<file path="src/rtl/mux_arb_2to1_pkg.sv">
// -----------------------------------------------------------------------------
// cpu_pkg
// Definitions shared by the CPU-side bus blocks: mux_arb_2to1, dmux_1to2 and
// the register-file write-port arbiter.
//   DATA_W        default payload width of every channel
//   SRC_A / SRC_B source tags; same encoding as the dmux_1to2 select, so a
//                 response can be routed back to the requester
//   gnt_t         one-hot grant vector, bit 0 = A, bit 1 = B
// -----------------------------------------------------------------------------
package cpu_pkg;

    localparam int   DATA_W = 16;

    localparam logic SRC_A  = 1'b0;
    localparam logic SRC_B  = 1'b1;

    typedef logic [1:0] gnt_t;

    // Source tag for a one-hot grant. With no grant the result is SRC_A,
    // but callers only use the tag when a grant is present.
    function automatic logic gnt_to_src(input gnt_t gnt);
        return gnt[1] ? SRC_B : SRC_A;
    endfunction

endpackage : cpu_pkg

</file>
<file path="src/rtl/mux_arb_2to1_if.sv">
// -----------------------------------------------------------------------------
// mux_arb_2to1_if
// Bundles the two source channels (A, B) and the merged output channel of
// mux_arb_2to1.
//   master : the environment side (drives the sources, acts as the sink)
//   slave  : the arbiter side (consumes the sources, drives the output)
// Signals
//   a_valid/a_data/a_ready    source A handshake and payload
//   b_valid/b_data/b_ready    source B handshake and payload
//   out_valid/out_data/out_src/out_ready  merged output with source tag
// -----------------------------------------------------------------------------
interface mux_arb_2to1_if
    import cpu_pkg::*;
#(
    parameter int DW = DATA_W
);

    logic          a_valid;
    logic [DW-1:0] a_data;
    logic          a_ready;

    logic          b_valid;
    logic [DW-1:0] b_data;
    logic          b_ready;

    logic          out_valid;
    logic [DW-1:0] out_data;
    logic          out_src;
    logic          out_ready;

    modport master (
        output a_valid, a_data,
        input  a_ready,
        output b_valid, b_data,
        input  b_ready,
        input  out_valid, out_data, out_src,
        output out_ready
    );

    modport slave (
        input  a_valid, a_data,
        output a_ready,
        input  b_valid, b_data,
        output b_ready,
        output out_valid, out_data, out_src,
        input  out_ready
    );

endinterface : mux_arb_2to1_if

</file>
<file path="src/rtl/mux_arb_2to1_rr_arb_2.sv">
// -----------------------------------------------------------------------------
// rr_arb_2
// Purely combinational two-way round-robin arbiter.
// Ports
//   i_req  [1:0]  request vector, bit 0 = A, bit 1 = B
//   i_last        id of the last source that was granted (SRC_A / SRC_B)
//   o_gnt  [1:0]  one-hot grant, all-zero when nothing is requested
// A single requester always wins. On contention the source that was not
// granted last time wins. The caller owns the "last" state and decides when
// it advances.
// -----------------------------------------------------------------------------
module rr_arb_2
    import cpu_pkg::*;
(
    input  gnt_t i_req,
    input  logic i_last,
    output gnt_t o_gnt
);

    always_comb begin
        o_gnt = 2'b00;
        unique case (i_req)
            2'b01:   o_gnt = 2'b01;
            2'b10:   o_gnt = 2'b10;
            // Contention: the winner is whichever source is not i_last.
            2'b11:   o_gnt = (i_last == SRC_A) ? 2'b10 : 2'b01;
            default: o_gnt = 2'b00;
        endcase
    end

endmodule : rr_arb_2

</file>
<file path="src/rtl/mux_arb_2to1.sv">
// -----------------------------------------------------------------------------
// mux_arb_2to1
// Merges two valid/ready sources (A, B) onto one registered output channel.
// On contention the sources are served round-robin. The output carries a
// source tag (out_src) so that a downstream dmux_1to2 can route responses back.
// Ports
//   clk   single clock, every state change happens on its rising edge
//   rst   synchronous reset, active-high
//   bus   mux_arb_2to1_if.slave: a_*, b_* source channels and out_* output
// The output stage is a single register. It accepts a new word whenever it
// is empty or is being drained this cycle, so a full word stream passes at
// one word per cycle. out_data and out_src come only from flops, so
// out_ready reaches only the readys and never the output payload.
// -----------------------------------------------------------------------------
module mux_arb_2to1
    import cpu_pkg::*;
#(
    parameter int DW = DATA_W
)(
    input  logic              clk,
    input  logic              rst,
    mux_arb_2to1_if.slave     bus
);

    // ---------------------------------------------------------------- state
    logic          r_out_valid;
    logic [DW-1:0] r_out_data;
    logic          r_out_src;
    logic          r_last_grant;

    // ----------------------------------------------------------- next state
    logic          r_out_valid_next;
    logic [DW-1:0] r_out_data_next;
    logic          r_out_src_next;
    logic          r_last_grant_next;

    // ------------------------------------------------------------- wires
    logic          w_load_en;
    gnt_t          w_req;
    gnt_t          w_gnt;
    logic          w_any_gnt;
    logic          w_gnt_src;
    logic [DW-1:0] w_gnt_data;
    logic          w_handshake;

    // The register can take a word when it is empty or is being emptied now.
    assign w_load_en = !r_out_valid || bus.out_ready;

    assign w_req = {bus.b_valid, bus.a_valid};

    rr_arb_2 u_rr_arb_2 (
        .i_req  (w_req),
        .i_last (r_last_grant),
        .o_gnt  (w_gnt)
    );

    assign w_any_gnt   = |w_gnt;
    assign w_gnt_src   = gnt_to_src(w_gnt);
    assign w_handshake = w_load_en && w_any_gnt;

    // One-hot AND-OR payload select. The grant is one-hot, so at most one
    // term in each bit is active.
    genvar gi;
    generate
        for (gi = 0; gi < DW; gi++) begin : g_data_sel
            assign w_gnt_data[gi] = (w_gnt[0] & bus.a_data[gi])
                                  | (w_gnt[1] & bus.b_data[gi]);
        end
    endgenerate

    // While in reset the readys are held low. Because of that, no source
    // treats a cycle that the reset branch discards as accepted.
    assign bus.a_ready = !rst && w_load_en && w_gnt[0];
    assign bus.b_ready = !rst && w_load_en && w_gnt[1];

    // ---------------------------------------------------- next-state logic
    always_comb begin
        r_out_valid_next  = r_out_valid;
        r_out_data_next   = r_out_data;
        r_out_src_next    = r_out_src;
        r_last_grant_next = r_last_grant;

        if (w_load_en) begin
            if (w_any_gnt) begin
                r_out_valid_next  = 1'b1;
                r_out_data_next   = w_gnt_data;
                r_out_src_next    = w_gnt_src;
                // Round-robin state advances on every accepted word, including
                // uncontended ones. This keeps the alternation fair.
                r_last_grant_next = w_gnt_src;
            end else begin
                // Drain: the word left (or there was none) and nothing replaces it.
                r_out_valid_next  = 1'b0;
            end
        end
    end

    // ------------------------------------------------------------ registers
    always_ff @(posedge clk) begin
        if (rst) begin
            r_out_valid  <= 1'b0;
            r_out_data   <= '0;
            r_out_src    <= SRC_A;
            // Pretend B was granted last, so that A wins the first contention.
            r_last_grant <= SRC_B;
        end else begin
            r_out_valid  <= r_out_valid_next;
            r_out_data   <= r_out_data_next;
            r_out_src    <= r_out_src_next;
            r_last_grant <= r_last_grant_next;
        end
    end

    assign bus.out_valid = r_out_valid;
    assign bus.out_data  = r_out_data;
    assign bus.out_src   = r_out_src;

    // w_handshake is not needed by the datapath. It is kept as a named
    // observation point for accepted words.
    logic w_unused;
    assign w_unused = w_handshake;

endmodule : mux_arb_2to1

</file>
<file path="src/flat_wrapper.sv">
// flat-port wrapper written by rule: the top's interface ports become plain ports
module mux_arb_2to1_flat import cpu_pkg::*;
#(
    parameter int DW = DATA_W
)
  (clk, rst, bus_a_valid, bus_a_data, bus_a_ready, bus_b_valid, bus_b_data, bus_b_ready, bus_out_valid, bus_out_data, bus_out_src, bus_out_ready);
  mux_arb_2to1_if #(.DW(DW)) bus_i ();
  input  logic clk;
  input  logic rst;
  input wire logic [$bits(bus_i.a_valid)-1:0] bus_a_valid;
  input wire logic [$bits(bus_i.a_data)-1:0] bus_a_data;
  output wire logic [$bits(bus_i.a_ready)-1:0] bus_a_ready;
  input wire logic [$bits(bus_i.b_valid)-1:0] bus_b_valid;
  input wire logic [$bits(bus_i.b_data)-1:0] bus_b_data;
  output wire logic [$bits(bus_i.b_ready)-1:0] bus_b_ready;
  output wire logic [$bits(bus_i.out_valid)-1:0] bus_out_valid;
  output wire logic [$bits(bus_i.out_data)-1:0] bus_out_data;
  output wire logic [$bits(bus_i.out_src)-1:0] bus_out_src;
  input wire logic [$bits(bus_i.out_ready)-1:0] bus_out_ready;
  assign bus_i.a_valid = bus_a_valid;
  assign bus_i.a_data = bus_a_data;
  assign bus_a_ready = bus_i.a_ready;
  assign bus_i.b_valid = bus_b_valid;
  assign bus_i.b_data = bus_b_data;
  assign bus_b_ready = bus_i.b_ready;
  assign bus_out_valid = bus_i.out_valid;
  assign bus_out_data = bus_i.out_data;
  assign bus_out_src = bus_i.out_src;
  assign bus_i.out_ready = bus_out_ready;
  mux_arb_2to1 #(.DW(DW)) u_core (.clk(clk), .rst(rst), .bus(bus_i));
endmodule
</file>
<file path="config.mk">
export PLATFORM = sky130hd
export DESIGN_NAME = mux_arb_2to1_flat
export DESIGN_NICKNAME = d
export VERILOG_FILES = /design/src/rtl/mux_arb_2to1_pkg.sv /design/src/rtl/mux_arb_2to1_if.sv /design/src/rtl/mux_arb_2to1_rr_arb_2.sv /design/src/rtl/mux_arb_2to1.sv /design/src/flat_wrapper.sv
export SDC_FILE = /design/constraint.sdc
export NUM_CORES = 1
export LEC_CHECK = 0
export ABC_CLOCK_PERIOD_IN_PS = 1700
export BUFFER_PORTS_ARGS = -buffer_cell sky130_fd_sc_hd__buf_2
export CORE_UTILIZATION = 47
export CTS_BUF_LIST = sky130_fd_sc_hd__clkbuf_8
export DETAILED_ROUTE_END_ITERATION = 8
export PLACE_DENSITY = 0.87
export SYNTH_ARGS = -nofsm -noshare
export SYNTH_HDL_FRONTEND = slang
export SYNTH_SLANG_ARGS = --single-unit
</file>
<file path="constraint.sdc">
create_clock -name clk -period 1.7 [get_ports clk]
set_input_delay 0.34 -clock clk [delete_from_list [all_inputs] [get_ports clk]]
set_output_delay 0.34 -clock clk [all_outputs]
set_load 0.03 [all_outputs]
</file>
==> flow_summary.ini, run 1 <==
[timing]
hold_viol = 0
finalSetupTns_ps = 0
report.final.setup_viol = 0
timing.max_slew.rel_slack_pct = 71.2
report.final.slew_viol_count = 0
holdWs_ps = 349
unrepaired_setup_endpoints_after_global_routing = false
fin_crit_ps = 1510
fin_crit_sh_pct = 88.7
final.setup_skew_ps = 5.32
worst_slew_pin_slew_ps = 431
max_freq_mhz = 663

[placement]
gp_congestion = 0.814
place_area_sq_mm = 0.00119
port_buffers = 56
dp_hpwl_microns = 1770

[routing]
post_drt_via_cell_ratio = 5.84
drt_pre_antenna_iters = 5
drtAntennaViolNets = 0
post-route-drc-count = 0
routed-via-count = 1086
drt-wirelength-per-cell_microns = 13.6
drc_marker_count_from_the_first_detailed_route_iteration = 31
routed_wirelength_microns = 2540

[min_path]
cell_depth_of_the_worst_hold_path = 3
hold_path.startpoint = bus_b_data[4]
hold_class = in2reg
worst_hold_path.endpoint = u_core.bus.out_data[4]

[cts]
cts_buffer_depth = 2
cts_hold_buffers = 0
number_of_gates_resized_after_cts = 0
cts_inserted_buffers = 3
clock_insertion_delay_at_the_later_pin_of_the_skew_report_ps = 260
tritoncts_clock_tree = yes
clock_tree.root_cell = clkbuf_8
cts.htree.levels = 1
cts.reportedPaths.clkPinSlew_ps = 70
post-cts-setup-buffer-count = 0
cts.sinks = 19

[logic_synthesis]
post_synth_xor_area_fraction_pct = 0
synth_fp_nets = 144
yosys-mux-area-fraction_pct = 0
library_cells_used_by_synthesis = 20
yosys_register_bits = 19
netlist_instances = 107
synth.largest_area_cell = dfxtp_1
post_synth_fa_ha_maj_area_fraction_pct = 0
synth-seq-area-share_pct = 41.9
synth_top_family_by_area = compound AO/OA/AOI/OAI gates
syn_area_sq_um = 907
syn_avg_cell_area_sq_um = 8.48
netlist_top_cells_area = dfxtp_1 (42%), a31oi_1 (8.3%), nand4_1 (8.3%)
synth_largest_type_area_fraction_pct = 41.9
synth_compound_area_share_pct = 28.6
synth_warnings = 0
synth-simple-area-share_pct = 21.2

[critical_path]
critical_path_startpoint_category = flop
timing.rr.start = u_core.bus.out_valid
setup.reg_to_reg.worst_slack_ps = 420
critical_path_required_ps = 1360
path_max_fanout = 3
regToRegEndpoint = u_core.bus.out_data[7]
timing.critical_path.to_type = primary output
reg2regPathDepth = 3
crit_path_start = u_core.r_last_grant
worst_ep_arrival_time_ps = 1170
path_class = reg2out

[floorplan]
row_count = 15
floorplan.initialDensity_pct = 51.4
design.portCount = 57
die-height_microns = 45.9
core-area_sq_mm = 0.00176
die_w_microns = 45.9
design.die.area_sq_mm = 0.00211

[finish]
layout.cells.most_common = buf_2
nets = 199
antenna_cells_inserted = 0
area_growth_syn_to_layout_pct = 36.4
finish.utilization_pct = 70.1
nFillCells = 170
seq_area_sq_um = 380
multi_input_comb_area_sq_um = 454
post-route-cell-area_sq_mm = 0.00124
mostFrequentLayoutCells = buf_2 (56), dfxtp_1 (19), o21ai_0 (14)
drive_above_1_share_pct = 42.9

[global_routing]
grt_antenna_before_repair = 0
globalRouteTotalUtil_pct = 24.5
maximum_number_of_pins_on_one_net_before_global_route_repair = 22
grt_first_pass_wirelength_microns = 3710
grt_remaining_overflow = 0
first_global_vias = 871

[power]
p_leak_nw = 0.560
power.density_mw_per_mm2 = 892
vdd_ir_drop_max_mv = 0.552

[run_status]
run_status = completed

[run]
cap_violations = 0
[cell families (layout without fill, tap and decap cells)]
kind of cell,after synthesis,count (layout)
AO/OA/AOI/OAI,41,41
buffers and inverters,12,66
flip-flops,19,19
AND/OR/NAND/NOR,35,35
[power by group]
group          switching, mW  leakage [nW]  internal, mW
registers             0.0186         0.157         0.482
clock network          0.150        0.0255         0.163
logic                  0.183         0.377         0.106
total                  0.352         0.560         0.752
[flip-flops by register name, indices dropped and copies added (netlist names)]
signal,cells
u_core.r_last_grant,1
u_core.bus.out_valid,1
u_core.bus.out_data,16
u_core.bus.out_src,1
[final cells by class]
cell class                 instances  share of cell area, %
multi-input combinational         76                   36.7
tap                               25                   2.53
sequential                        19                   30.7
clock inverter                     1                  0.404
timing repair buffer              62                   26.3
clock buffer                       3                   3.34
[metal layers]
metal	up-vias	share of wire, %	GRT usage [%]
li1	521	-	-
met1	497	43	31.0
met2	61	47	39.2
met3	7	8.5	3.57
met4	0	2.4	14.1
met5	-	0	0
[critical path, stage by stage (launching register included)]
cell	delay, ps
dfxtp_1	380
nand2b_1	140
nand3_1	80
nor2_1	100
buf_2	210
[how the worst max path moves through the flow]
stage	to	slack (ps)	cells past startpoint
floorplan	bus_a_ready	7	4
global placement	bus_b_ready	320	5
detailed placement	u_core.bus.out_data[4]	280	6
CTS	bus_a_ready	190	4
global route	bus_a_ready	120	4
finish	bus_a_ready	190	4
[synthesized netlist by cell type (all sizes together)]
cell type	number
nand3	13
clkbuf	6
and2b	1
buf	6
a21boi	1
a211oi	4
nand4	12
o21ai	14
a32oi	4
or2	1
nand3b	1
nand2	1
a31oi	12
nor2	4
dfxtp	19
nand2b	2
a21oi	6
[through the flow]
step / worst slack, ps / cells / total power, mW
after floorplan: 7.41 / 107 / 0.700
after global placement: 316 / 182 / 0.791
after detailed placement: 278 / 182 / 0.798
after CTS: 188 / 186 / 1.11
after global routing: 124 / 186 / 1.16
final: 192 / 186 / 1.10
Power figures use the tool's default switching activity.
==> run 2, diff against run 1 <==
--- a/config.mk
+++ b/config.mk
@@ -11,6 +11,7 @@
 export CTS_BUF_LIST = sky130_fd_sc_hd__clkbuf_8
 export DETAILED_ROUTE_END_ITERATION = 8
 export PLACE_DENSITY = 0.87
+export SETUP_SLACK_MARGIN = 0.4
 export SYNTH_ARGS = -nofsm -noshare
 export SYNTH_HDL_FRONTEND = slang
 export SYNTH_SLANG_ARGS = --single-unit
==> run 2 against run 1 <==
Net effect:
- register-to-register slack got worse by 40 ps
- via count rose by 6.5%
- combinational power rose by 18%
- non-clock buffer count rose by 7
- sequential share of layout area fell by 2.8 points
- critical path depth did not move
- global-route usage rose by 5.4 points
- first-iteration DRC count rose by 19%
- die area did not move
- clock power barely moved
- largest cell class unchanged
- largest power group unchanged
==> flow_summary.ini, run 2 (same netlist as run 1, synthesis figures left out) <==
[run_status]
run_status = completed

[critical_path]
crit_path_start = u_core.r_last_grant
crit_path_top_delay_cell = dfxtp_4
cp_num_buf_inv = 1
critical_path_startpoint_category = flop
timing.critical_path.to_type = primary output
crit_path_cell_trace = a21boi_4 -> nand2_4 -> nor2_4 -> buf_6
worst_path_dominant_cell_family = flip-flops
path_class = reg2out
worst_ep_arrival_time_ps = 1070
timing.rr.start = u_core.r_last_grant
path_max_fanout = 3
slowest_delay_ps = 360
critical_path_required_ps = 1360

[timing]
finalSetupTns_ps = 0
fin_crit_ps = 1410
unrepaired_setup_endpoints_after_global_routing = true
fin_crit_sh_pct = 82.8
worst_slew_pin_slew_ps = 311
timing.max_slew.rel_slack_pct = 79.2
post-route-worst-setup-slack_ps = 293
report.final.slew_viol_count = 0
hold_viol = 0
max_freq_mhz = 711
report.final.setup_viol = 0
final.setup_skew_ps = 3.69

[min_path]
hold_class = in2reg
hold_path.startpoint = bus_b_data[6]

[placement]
port_buffers = 56
gp_congestion = 0.748
pre_cts_slack_ps = 243
dp_hpwl_microns = 1920

[global_routing]
first_global_vias = 1025
grt_remaining_overflow = 0
globalRouteTotalUtil_pct = 29.9
maximum_number_of_pins_on_one_net_before_global_route_repair = 17
grt_antenna_before_repair = 0
grt_first_pass_wirelength_microns = 4600

[floorplan]
design.portCount = 57
design.die.area_sq_mm = 0.00211
die-height_microns = 45.9
floorplan.initialDensity_pct = 51.4
row_count = 15
die_w_microns = 45.9
core-area_sq_mm = 0.00176

[routing]
drt-wirelength-per-cell_microns = 15.7
post-route-drc-count = 0
post_drt_via_cell_ratio = 5.99
drt_pre_antenna_iters = 4
routed-via-count = 1157
drc_marker_count_from_the_first_detailed_route_iteration = 37
routed_wirelength_microns = 3040
drtAntennaViolNets = 0

[cts]
clock_insertion_delay_at_the_later_pin_of_the_skew_report_ps = 250
cts_buffer_depth = 2
cts.reportedPaths.clkPinSlew_ps = 70
tritoncts_clock_tree = yes
cts_hold_buffers = 0
clock_tree.root_cell = clkbuf_8
cts_inserted_buffers = 3
cts.htree.levels = 1
cts.sinks = 19

[finish]
largest_reg_flops = 16
nFillCells = 145
antenna_cells_inserted = 0
area_growth_syn_to_layout_pct = 51.9
drive_above_1_share_pct = 50.6
nets = 206
seq_area_sq_um = 385
mostFrequentLayoutCells = buf_2 (54), dfxtp_1 (17), o21ai_0 (14)
layout.cells.most_common = buf_2
multi_input_comb_area_sq_um = 508

[power]
vdd_ir_drop_max_mv = 0.524
power.density_mw_per_mm2 = 841
p_leak_nw = 0.622

[run]
cap_violations = 0
run 2: power by group:
group | switching, mW | internal, mW
combinational | 0.206 | 0.136
sequential | 0.0200 | 0.482
clock | 0.151 | 0.163
total | 0.377 | 0.781
run 2: worst paths after layout:
check        slack (ps)                     end  depth (start not counted)
max reg2reg         380  u_core.bus.out_data[8]                          6
min                 350  u_core.bus.out_data[6]                          3
max                 290             bus_b_ready                          4
min reg2reg         500  u_core.bus.out_data[4]                          2
run 2: cell type report:
type / instances / share of cell area, %
sequential: 19 / 28.0
timing repair buffer: 69 / 29.5
clock inverter: 1 / 0.363
clock buffer: 3 / 3.00
tap: 25 / 2.27
multi-input combinational: 76 / 36.9
run 2: worst register-to-register path: stages (launching register included):
cell      delay (ps)
dfxtp_4          360
a21boi_4         170
buf_4            140
buf_4            110
buf_12           140
a32oi_1           70
a211oi_1         250
run 2: metal layers:
metal  vias up  track usage, %  part of all wire (%)
met2        70            51.5                    50
met5         -               0                     0
li1        539               -                     -
met1       540            37.1                    39
met3         8            5.16                   8.4
met4         0            10.0                   2.0
run 2: what timing repair did:
item | in CTS | in global routing
buffers inserted | 4 | 1
gates resized for setup | 6 | 7
setup endpoints to repair | 2 | 18
pin swaps | 4 | 9
run 2: per-stage QoR:
step	instance area, sq um	total power [mW]	std cells	util [%]	hold WS [ps]
after global routing	1380	1.20	193	78.1	368
after CTS	1350	1.14	192	76.2	356
after global placement	1250	0.809	184	70.8	467
after detailed placement	1250	0.818	184	70.8	475
final	1380	1.16	193	78.1	354
after floorplan	975	0.719	107	-	446
==> run 3, diff against run 2 <==
--- a/config.mk
+++ b/config.mk
@@ -5,12 +5,12 @@
 export SDC_FILE = /design/constraint.sdc
 export NUM_CORES = 1
 export LEC_CHECK = 0
-export ABC_CLOCK_PERIOD_IN_PS = 1700
+export ABC_CLOCK_PERIOD_IN_PS = 1350
 export BUFFER_PORTS_ARGS = -buffer_cell sky130_fd_sc_hd__buf_2
-export CORE_UTILIZATION = 47
+export CORE_UTILIZATION = 43
 export CTS_BUF_LIST = sky130_fd_sc_hd__clkbuf_8
 export DETAILED_ROUTE_END_ITERATION = 8
-export PLACE_DENSITY = 0.87
+export PLACE_DENSITY = 0.81
 export SETUP_SLACK_MARGIN = 0.4
 export SYNTH_ARGS = -nofsm -noshare
 export SYNTH_HDL_FRONTEND = slang
==> constraint.sdc (replaced) <==
create_clock -name clk -period 1.35 [get_ports clk]
set_input_delay 0.27 -clock clk [delete_from_list [all_inputs] [get_ports clk]]
set_output_delay 0.27 -clock clk [all_outputs]
set_load 0.03 [all_outputs]
==> run 3 against run 2 <==
Net effect:
- the flow now finishes with violations (setup timing)
- via count down 1.6%
- clock skew up 4.4 ps
- sequential cell count is the same
- critical path depth is the same
- worst hold slack worse by 85 ps
- non-clock buffer count is 2 higher
- critical path type unchanged
==> flow_summary.ini, run 3 (same netlist as run 1, synthesis figures left out) <==
[run_status]
run_status = complete, but fails checks
violations = setup timing

[cts]
clock_insertion_delay_at_the_later_pin_of_the_skew_report_ps = 250
cts_hold_buffers = 0
cts_buffer_depth = 2
cts.htree.levels = 1
cts.reportedPaths.clkPinSlew_ps = 70
cts.sinks = 19
tritoncts_clock_tree = yes
clock_tree.root_cell = clkbuf_8
cts_inserted_buffers = 3

[min_path]
hold_class = in2reg
hold_path.startpoint = bus_b_data[15]
worst_hold_path.endpoint = u_core.bus.out_data[15]
cell_depth_of_the_worst_hold_path = 3

[placement]
gp_congestion = 0.677
placed_cells_incl_taps = 184
pre_cts_slack_ps = -25.1
dp_hpwl_microns = 1920
place_area_sq_mm = 0.00125
port_buffers = 56

[timing]
unrepaired_setup_endpoints_after_global_routing = true
holdWs_ps = 269
report.final.setup_viol = 2
final.setup_skew_ps = 8.10
post-route-worst-setup-slack_ps = -28.3
fin_crit_ps = 1380
timing.max_slew.rel_slack_pct = 56.3
finalSetupTns_ps = -28.6
hold_viol = 0
fin_crit_sh_pct = 102
report.final.slew_viol_count = 0
max_freq_mhz = 726
worst_slew_pin_slew_ps = 655

[routing]
drt_pre_antenna_iters = 4
post-route-drc-count = 0
drc_marker_count_from_the_first_detailed_route_iteration = 45
post_drt_via_cell_ratio = 5.78
drt-wirelength-per-cell_microns = 16.7
routed-via-count = 1138
routed_wirelength_microns = 3290
drtAntennaViolNets = 0

[finish]
final_cells = 197
largest_reg_flops = 16
finish.utilization_pct = 77.3
multi_input_comb_area_sq_um = 517
post-route-cell-area_sq_mm = 0.00153
drive_above_1_share_pct = 62.9
seq_area_sq_um = 409
nets = 208
area_growth_syn_to_layout_pct = 68.8
nFillCells = 142
layout.cells.most_common = buf_2
mostFrequentLayoutCells = buf_2 (36), buf_6 (22), dfxtp_2 (17)
antenna_cells_inserted = 0

[power]
power.density_mw_per_mm2 = 1000
pwr-share-clk_pct = 25.0
p_total_mw = 1.54
seq_power_share_pct = 42.7
power_report.internal_total_mw = 1.05
vdd_ir_drop_max_mv = 0.791
net-switching-power_mw = 0.486
share_comb_of_total_power_pct = 32.3
sw_frac_of_total_pct = 31.6
p_leak_nw = 0.658

[global_routing]
globalRouteTotalUtil_pct = 31.3
grt_antenna_before_repair = 0
grt_first_pass_wirelength_microns = 4890
first_global_vias = 1017
maximum_number_of_pins_on_one_net_before_global_route_repair = 24
grt_remaining_overflow = 0

[critical_path]
timing.critical_path.to_type = primary output
reg2regPathDepth = 4
worst_ep_arrival_time_ps = 1110
path_max_fanout = 3
setup.reg_to_reg.worst_slack_ps = 110
path_class = reg2out
timing.rr.start = u_core.r_last_grant
regToRegEndpoint = u_core.bus.out_data[10]
critical_path_startpoint_category = flop
critical_path_required_ps = 1080

[floorplan]
row_count = 16
core-area_sq_mm = 0.00198
floorplan.initialDensity_pct = 45.8
design.portCount = 57
die-height_microns = 47.9
design.die.area_sq_mm = 0.00230
die_w_microns = 47.9

[run]
cap_violations = 0
-- run 3: cell types whose count changed in the layout (fill, tap and decap cells not counted), sizes merged --
cell / change
buf: +2
-- run 3: worst max path at each step --
stage | start | to | slack, ps | depth (start not counted)
after floorplan | bus_a_valid | bus_b_ready | 80 | 5
after global placement | bus_a_valid | u_core.bus.out_data[14] | 6 | 4
after detailed placement | bus_a_valid | u_core.bus.out_data[14] | -30 | 4
after CTS | u_core.r_last_grant | bus_a_ready | -9 | 4
after global routing | u_core.r_last_grant | bus_a_ready | -50 | 4
final | u_core.r_last_grant | bus_a_ready | -30 | 4
-- run 3: power by group through the flow --
stage	Clock [mW]	Sequential [mW]	Combinational (mW)
CTS	0.394	0.651	0.474
detailed placement	0	0.647	0.387
floorplan	0	0.731	0.186
global route	0.427	0.657	0.528
global placement	0	0.645	0.379
finish	0.384	0.655	0.497
-- run 3: repair_timing --
item,in CTS,in global routing
hold endpoints to repair,0,0
gates resized for setup,62,0
buffers inserted,6,3
pin swaps,5,0
endpoints found under the setup margin,39,39
-- run 3: per-layer routing --
metal | routed length [microns] | up-vias | track usage, %
li1 | - | 545 | -
met1 | 1300 | 524 | 38.5
met2 | 1710 | 63 | 53.5
met3 | 228 | 6 | 6.79
met4 | 51 | 0 | 10.6
met5 | 0 | - | 0
-- run 3: layout make-up --
type	count	share of cell area (%)
clock buffers	3	2.70
well taps	27	2.21
multi-input cells	76	33.7
clock inverters	1	0.327
flip-flops and latches	19	26.7
repair buffers	71	34.3
-- run 3: worst max-delay path, cell delays in order (launching register included) --
cell and delay [ps]:
dfxtp_4 380, nand2b_4 140, nand3_4 80, nor2_4 110, buf_6 140
